==> src/rtl/h264_exp_golomb_pkg.sv <==
`default_nettype none
// ============================================================================
// Module   : h264_exp_golomb_pkg
// Brief    : Shared encodings and constants for the Exp-Golomb decode control.
// Revision : 1.0
// ============================================================================
package h264_exp_golomb_pkg;

    localparam int MAX_PREFIX = 15;
    localparam int POS_W      = $clog2(MAX_PREFIX + 1);
    localparam int WIN_W      = 16;
    localparam int LEN_W      = 5;

    typedef enum logic [1:0] {
        MODE_UE   = 2'b00,
        MODE_SE   = 2'b01,
        MODE_TE   = 2'b10,
        MODE_RSVD = 2'b11
    } eg_mode_t;

    typedef enum logic [2:0] {
        ST_IDLE        = 3'd0,
        ST_DETECT      = 3'd1,
        ST_WAIT_PREFIX = 3'd2,
        ST_SUFFIX      = 3'd3,
        ST_WAIT_SUFFIX = 3'd4,
        ST_DONE        = 3'd5,
        ST_ERROR       = 3'd6
    } eg_state_t;

    // 2^pos - 1; pos <= MAX_PREFIX keeps this inside 16 bits.
    function automatic logic [WIN_W-1:0] prefix_base(input logic [POS_W-1:0] pos);
        return WIN_W'((17'd1 << pos) - 17'd1);
    endfunction

endpackage
`default_nettype wire

==> src/rtl/exp_golomb_value_map.sv <==
`default_nettype none
// ============================================================================
// Module   : exp_golomb_value_map
// Brief    : Maps an unsigned codeNum to the ue/se/te output value.
// Revision : 1.0
// ============================================================================
module exp_golomb_value_map
    import h264_exp_golomb_pkg::*;
(
    input  logic [WIN_W-1:0] i_code_num,
    input  eg_mode_t         i_mode,
    output logic [WIN_W-1:0] o_value
);

    logic [WIN_W-1:0] w_half;

    always_comb begin
        w_half  = {1'b0, i_code_num[WIN_W-1:1]};
        o_value = i_code_num;
        if (i_mode == MODE_SE) begin
            // odd -> (k+1)/2 == (k>>1)+1 ; even -> -(k>>1)
            if (i_code_num[0]) begin
                o_value = w_half + 16'd1;
            end else begin
                o_value = (~w_half) + 16'd1;
            end
        end
    end

endmodule
`default_nettype wire

==> src/rtl/exp_golomb_decoding_ctrl.sv <==
`default_nettype none
// ============================================================================
// Module   : exp_golomb_decoding_ctrl
// Brief    : Sequences prefix/suffix shifts of one Exp-Golomb syntax element.
// Revision : 1.0
// ============================================================================
module exp_golomb_decoding_ctrl
    import h264_exp_golomb_pkg::*;
(
    input  logic              clk,
    input  logic              reset,
    input  logic              exp_golomb_start,
    input  logic [1:0]        exp_golomb_mode,
    input  logic [WIN_W-1:0]  BitStream_buffer_output,
    input  logic [POS_W-1:0]  heading_one_pos,
    input  logic              shift_ack,
    output logic              heading_one_en,
    output logic              shift_req,
    output logic [LEN_W-1:0]  shift_len,
    output logic [WIN_W-1:0]  exp_golomb_value,
    output logic              exp_golomb_valid,
    output logic              exp_golomb_error,
    output logic              busy
);

    eg_state_t          state_q,     state_d;
    eg_mode_t           mode_q,      mode_d;
    logic [POS_W-1:0]   pos_q,       pos_d;
    logic [WIN_W-1:0]   code_num_q,  code_num_d;
    logic [WIN_W-1:0]   value_q,     value_d;
    logic               valid_q,     valid_d;
    logic               error_q,     error_d;
    logic               shift_req_q, shift_req_d;
    logic [LEN_W-1:0]   shift_len_q, shift_len_d;

    logic [WIN_W-1:0]   w_suffix;
    logic [WIN_W-1:0]   w_mapped;

    exp_golomb_value_map u_value_map (
        .i_code_num (code_num_q),
        .i_mode     (mode_q),
        .o_value    (w_mapped)
    );

    // Window is already advanced past the prefix, so the suffix is its top pos bits.
    assign w_suffix = BitStream_buffer_output >> (5'd16 - {1'b0, pos_q});

    always_ff @(posedge clk) begin
        if (reset) begin
            state_q     <= ST_IDLE;
            mode_q      <= MODE_UE;
            pos_q       <= '0;
            code_num_q  <= '0;
            value_q     <= '0;
            valid_q     <= 1'b0;
            error_q     <= 1'b0;
            shift_req_q <= 1'b0;
            shift_len_q <= '0;
        end else begin
            state_q     <= state_d;
            mode_q      <= mode_d;
            pos_q       <= pos_d;
            code_num_q  <= code_num_d;
            value_q     <= value_d;
            valid_q     <= valid_d;
            error_q     <= error_d;
            shift_req_q <= shift_req_d;
            shift_len_q <= shift_len_d;
        end
    end

    always_comb begin
        state_d     = state_q;
        mode_d      = mode_q;
        pos_d       = pos_q;
        code_num_d  = code_num_q;
        value_d     = value_q;
        valid_d     = 1'b0;
        error_d     = 1'b0;
        shift_req_d = 1'b0;
        shift_len_d = shift_len_q;

        case (state_q)
            ST_IDLE: begin
                if (exp_golomb_start) begin
                    mode_d  = eg_mode_t'(exp_golomb_mode);
                    state_d = ST_DETECT;
                end
            end
            ST_DETECT: begin
                if (mode_q == MODE_RSVD) begin
                    state_d = ST_ERROR;
                end else if (mode_q == MODE_TE) begin
                    shift_req_d = 1'b1;
                    shift_len_d = 5'd1;
                    code_num_d  = {15'b0, ~BitStream_buffer_output[WIN_W-1]};
                    state_d     = ST_WAIT_SUFFIX;
                end else if (BitStream_buffer_output == '0) begin
                    state_d = ST_ERROR;
                end else begin
                    pos_d       = heading_one_pos;
                    shift_req_d = 1'b1;
                    shift_len_d = {1'b0, heading_one_pos} + 5'd1;
                    state_d     = ST_WAIT_PREFIX;
                end
            end
            ST_WAIT_PREFIX: begin
                if (shift_ack) begin
                    if (pos_q == '0) begin
                        code_num_d = '0;
                        state_d    = ST_DONE;
                    end else begin
                        state_d    = ST_SUFFIX;
                    end
                end
            end
            ST_SUFFIX: begin
                code_num_d  = prefix_base(pos_q) + w_suffix;
                shift_req_d = 1'b1;
                shift_len_d = {1'b0, pos_q};
                state_d     = ST_WAIT_SUFFIX;
            end
            ST_WAIT_SUFFIX: begin
                if (shift_ack) begin
                    state_d = ST_DONE;
                end
            end
            ST_DONE: begin
                value_d = w_mapped;
                valid_d = 1'b1;
                state_d = ST_IDLE;
            end
            ST_ERROR: begin
                error_d = 1'b1;
                state_d = ST_IDLE;
            end
            default: begin
                state_d = ST_IDLE;
            end
        endcase
    end

    assign heading_one_en   = (state_q != ST_DETECT);
    assign busy             = (state_q != ST_IDLE);
    assign shift_req        = shift_req_q;
    assign shift_len        = shift_len_q;
    assign exp_golomb_value = value_q;
    assign exp_golomb_valid = valid_q;
    assign exp_golomb_error = error_q;

endmodule
`default_nettype wire
==> config.mk <==
export PLATFORM = sky130hd
export DESIGN_NAME = exp_golomb_decoding_ctrl
export DESIGN_NICKNAME = d
export VERILOG_FILES = /design/src/rtl/h264_exp_golomb_pkg.sv /design/src/rtl/exp_golomb_value_map.sv /design/src/rtl/exp_golomb_decoding_ctrl.sv
export SDC_FILE = /design/constraint.sdc
export NUM_CORES = 1
export LEC_CHECK = 0
export ABC_AREA = 1
export BUFFER_PORTS_ARGS = -buffer_cell sky130_fd_sc_hd__buf_4
export CAP_MARGIN = 40
export CORE_MARGIN = 2
export CORE_UTILIZATION = 50
export CTS_BUF_LIST = sky130_fd_sc_hd__clkbuf_8
export DETAILED_ROUTE_END_ITERATION = 6
export GPL_ROUTABILITY_DRIVEN = 1
export MAX_ROUTING_LAYER = met4
export PLACE_DENSITY = 0.69
export SLEW_MARGIN = 0
export SYNTH_ARGS = -nofsm -noshare
export SYNTH_HDL_FRONTEND = slang
export SYNTH_SLANG_ARGS = --single-unit
export TNS_END_PERCENT = 100
==> constraint.sdc <==
create_clock -name clk -period 6.6 [get_ports clk]
set_input_delay 1.32 -clock clk [delete_from_list [all_inputs] [get_ports clk]]
set_output_delay 1.32 -clock clk [all_outputs]
set_load 0.03 [all_outputs]
==> results by group <==
Status
  – Status: finished, final reports clean

Layout
  – Ratio of cells with drive above 1 in the final layout: 12.4%
  – Final net count: approximately 900
  – Antenna cells: 0
  – Synthesis-to-finish area growth: 9.95%

Detailed routing
  – Drt pass-1 iters: 5
  – DR WL/cell: between 10 and 15 um
  – # DRC: 0
  – Initial DRC Count: ~330
  – Post-route ant nets: 0
  – Final WL: ~12000 um
  – Via count: just over 5000
  – Vias per cell: between 5 and 6

Clock tree
  – Max clock buf depth: 2
  – Cts repair resizes: 0
  – CTS tree: built
  – Clock sinks: a little under 50
  – Inserted Clock Buffers: 5
  – Setup Fix Bufs, Post-CTS: 0
  – Cts hold-fix bufs: 0
  – Clk pin slew, worst setup/hold paths: approximately 100 ps
  – CTS H-tree depth: 2
  – Root buffer cell: clkbuf_8
  – Worst-Skew Late Latency: 310 ps

Global route
  – Largest net degree at the start of global routing: 35
  – Initial antenna violation count: 0
  – Total GRT Usage: around a quarter
  – Global-route wire length before repair: roughly 21000 um
  – Vias in the first global route: ~4600
  – Gr ovfl total: 0

Placed design
  – Post-DP HPWL: 9850 um
  – Port Buffers: between 50 and 60
  – GP Congestion: around 1.0

STA
  – Worst-case clock skew: around 9.6 ps
  – Minimum clock period: between 4000 and 5000 ps
  – Final setup fails: 0
  – Achievable Freq: about 0.21 GHz
  – Worst slew pin tran: 875 ps
  – Slew headroom: approximately two fifths
  – Final period util: between 70% and 80%
  – Slew Viols, Final: 0
  – RSZ-0062 raised after global routing: no
  – Final hold vios: 0
  – Setup tns final: 0 ps

Worst setup path
  – CP delay by family, top: adder cells
  – CP Max Fanout: 34
  – Crit path DAT: approximately 4900 ps
  – Worst Setup End Kind: register
  – Crit Path Category: register to register
  – Reg2Reg Depth: 18
  – Crit path cell chain: inv_1, ha_1, ha_1, clkinv_1, mux2i_1, nand2_1, o21ai_0, inv_1, ha_1, inv_1, ha_1, fa_1, inv_1, o21bai_1, a21oi_1, or2_2, nand3_1, a21oi_1
  – CP bufs+invs: 5
  – Max stage delay on crit path: slightly above 900 ps
  – Critical Path Start Type: register
  – WP data required: 6780 ps
  – Register-to-register setup slack: roughly 1900 ps
  – Crit-path slowest cell: dfxtp_1
  – Worst reg2reg endpoint: code_num_q[9]$_SDFFE_PP0P_
  – Worst r2r src: pos_q[0]$_SDFFE_PP0P_

Floorplanning
  – # IOs: 52
  – Placeable Area: just over 9000 sq um
  – Num rows: 35
  – DIE WIDTH: ~100 um
  – Starting Density: ~52%
  – Die Y: just over 100 um
  – Die Area: ~10000 sq um

Yosys
  – Synth top cells by count: 254 x nand2_1, 107 x inv_1, 67 x nor2_1
  – Sequential share of the synthesized area: between 20% and 30%
  – Top cells by area, synth: dfxtp_1 20%, nand2_1 20%, ha_1 9.4%, inv_1 8.4%, a21oi_1 6.6%
  – Mapped Cells: between 800 and 900
  – Post-Syn Nets: slightly below 900
  – Synth unique cells: 41
  – Most common cell in the netlist: nand2_1
  – EDFF count, synth: 0
  – Post-synthesis area per instance: 5.92 sq um
  – Post-synth top area share: about a fifth
  – Asr flop ratio synth: 0%
  – Synth area leader: dfxtp_1
  – Yosys warnings: 0
  – Synthesized flop and latch total: between 40 and 50
  – Prevailing post-synth register cell: dfxtp_1
  – Mapped Area: 4790 sq um

Worst hold path
  – Hold path depth: 2
  – Min-delay worst type: register to register
  – Worst hold start: exp_golomb_value[13]$_SDFFE_PP0P_
  – Worst hold endpoint: exp_golomb_value[13]$_SDFFE_PP0P_

Flow run
  – Number of max-cap violations: 0
## kinds of logic (layout without fill, tap and decap cells)
| kind of cell | after synthesis | count (layout) | synth area share (%) |
|---|---|---|---|
| xor+xnor | 5 | 5 | 0.914 |
| fa+ha+maj | 37 | 37 | 9.82 |
| flops | 49 | 49 | 20.5 |
| buf+inv | 143 | 174 | 12.5 |
| compound gates | 154 | 154 | 18.4 |
| mux | 7 | 7 | 1.46 |
| simple gates | 414 | 414 | 36.5 |
## layout make-up
cell class / instances / area, sq um
clock buffers: 5 / 68.8
fillers: 990 / 4020
clock inverters: 2 / 16.3
well taps: 129 / 161
multi-input cells: 617 / 3210
flip-flops and latches: 49 / 981
inverters: 115 / 432
repair buffers: 52 / 398
## metal layers
metal / part of all wire [%] / vias up / global-route usage (%)
li1: - / 2655 / -
met1: 50 / 2313 / 37.6
met2: 44 / 147 / 38.9
met3: 5.4 / 14 / 2.67
met4: 1.3 / 0 / 6.05
met5: 0 / - / -
## stage by stage
step	hold slack (ps)	std cells	util [%]	worst slack (ps)	cell area, sq um
2_1_floorplan	467	809	-	3000	4790
3_3_place_gp	452	961	55.7	2190	5170
3_5_place_dp	456	962	55.8	1960	5180
4_1_cts	470	969	56.8	1920	5270
5_1_grt	487	969	56.8	1230	5270
6_report	468	969	56.8	1860	5270
## placed cells by master, fill, tap and decap left out, types with 3 or more instances in the layout
master    count
a21oi_1      63
a21oi_2      15
buf_4        51
clkbuf_8      5
dfxtp_1      49
ha_1         36
inv_1       107
inv_2         7
mux2i_1       7
nand2_1     254
nand2_2       8
nand2_4       3
nand3_1      58
nand4_1       8
nor2_1       67
nor2_2        4
o21ai_0      59
o21bai_1      3
o22ai_1       3
or2_2         4
xor2_1        3
## worst register-to-register path: stages (launching register included)
cell and delay, ps:
dfxtp_1 910, inv_1 310, ha_1 340, ha_1 600
clkinv_1 380, mux2i_1 270, nand2_1 70, o21ai_0 90
inv_1 60, ha_1 190, inv_1 60, ha_1 190
fa_1 220, inv_1 70, o21bai_1 300, a21oi_1 130
or2_2 290, nand3_1 70, a21oi_1 70
## registers in the layout, summed over array words and instances (netlist names), 2 cells and up
signal,cells
code_num_q,16
exp_golomb_value,16
shift_len,5
pos_q,4
state_q,3
mode_q,2
## worst max path at each step
stage | startpoint | depth (start not counted) | to
after floorplan | BitStream_buffer_output[9] | 18 | code_num_q[7]$_SDFFE_PP0P_
after global placement | pos_q[0]$_SDFFE_PP0P_ | 19 | code_num_q[7]$_SDFFE_PP0P_
after detailed placement | pos_q[0]$_SDFFE_PP0P_ | 18 | code_num_q[9]$_SDFFE_PP0P_
after CTS | pos_q[0]$_SDFFE_PP0P_ | 18 | code_num_q[9]$_SDFFE_PP0P_
after global routing | pos_q[0]$_SDFFE_PP0P_ | 19 | code_num_q[11]$_SDFFE_PP0P_
final | pos_q[0]$_SDFFE_PP0P_ | 18 | code_num_q[9]$_SDFFE_PP0P_
Power is left out: the tool's default activity adds up to more than one toggle a clock period on the data nets, which glitch-free logic cannot reach.
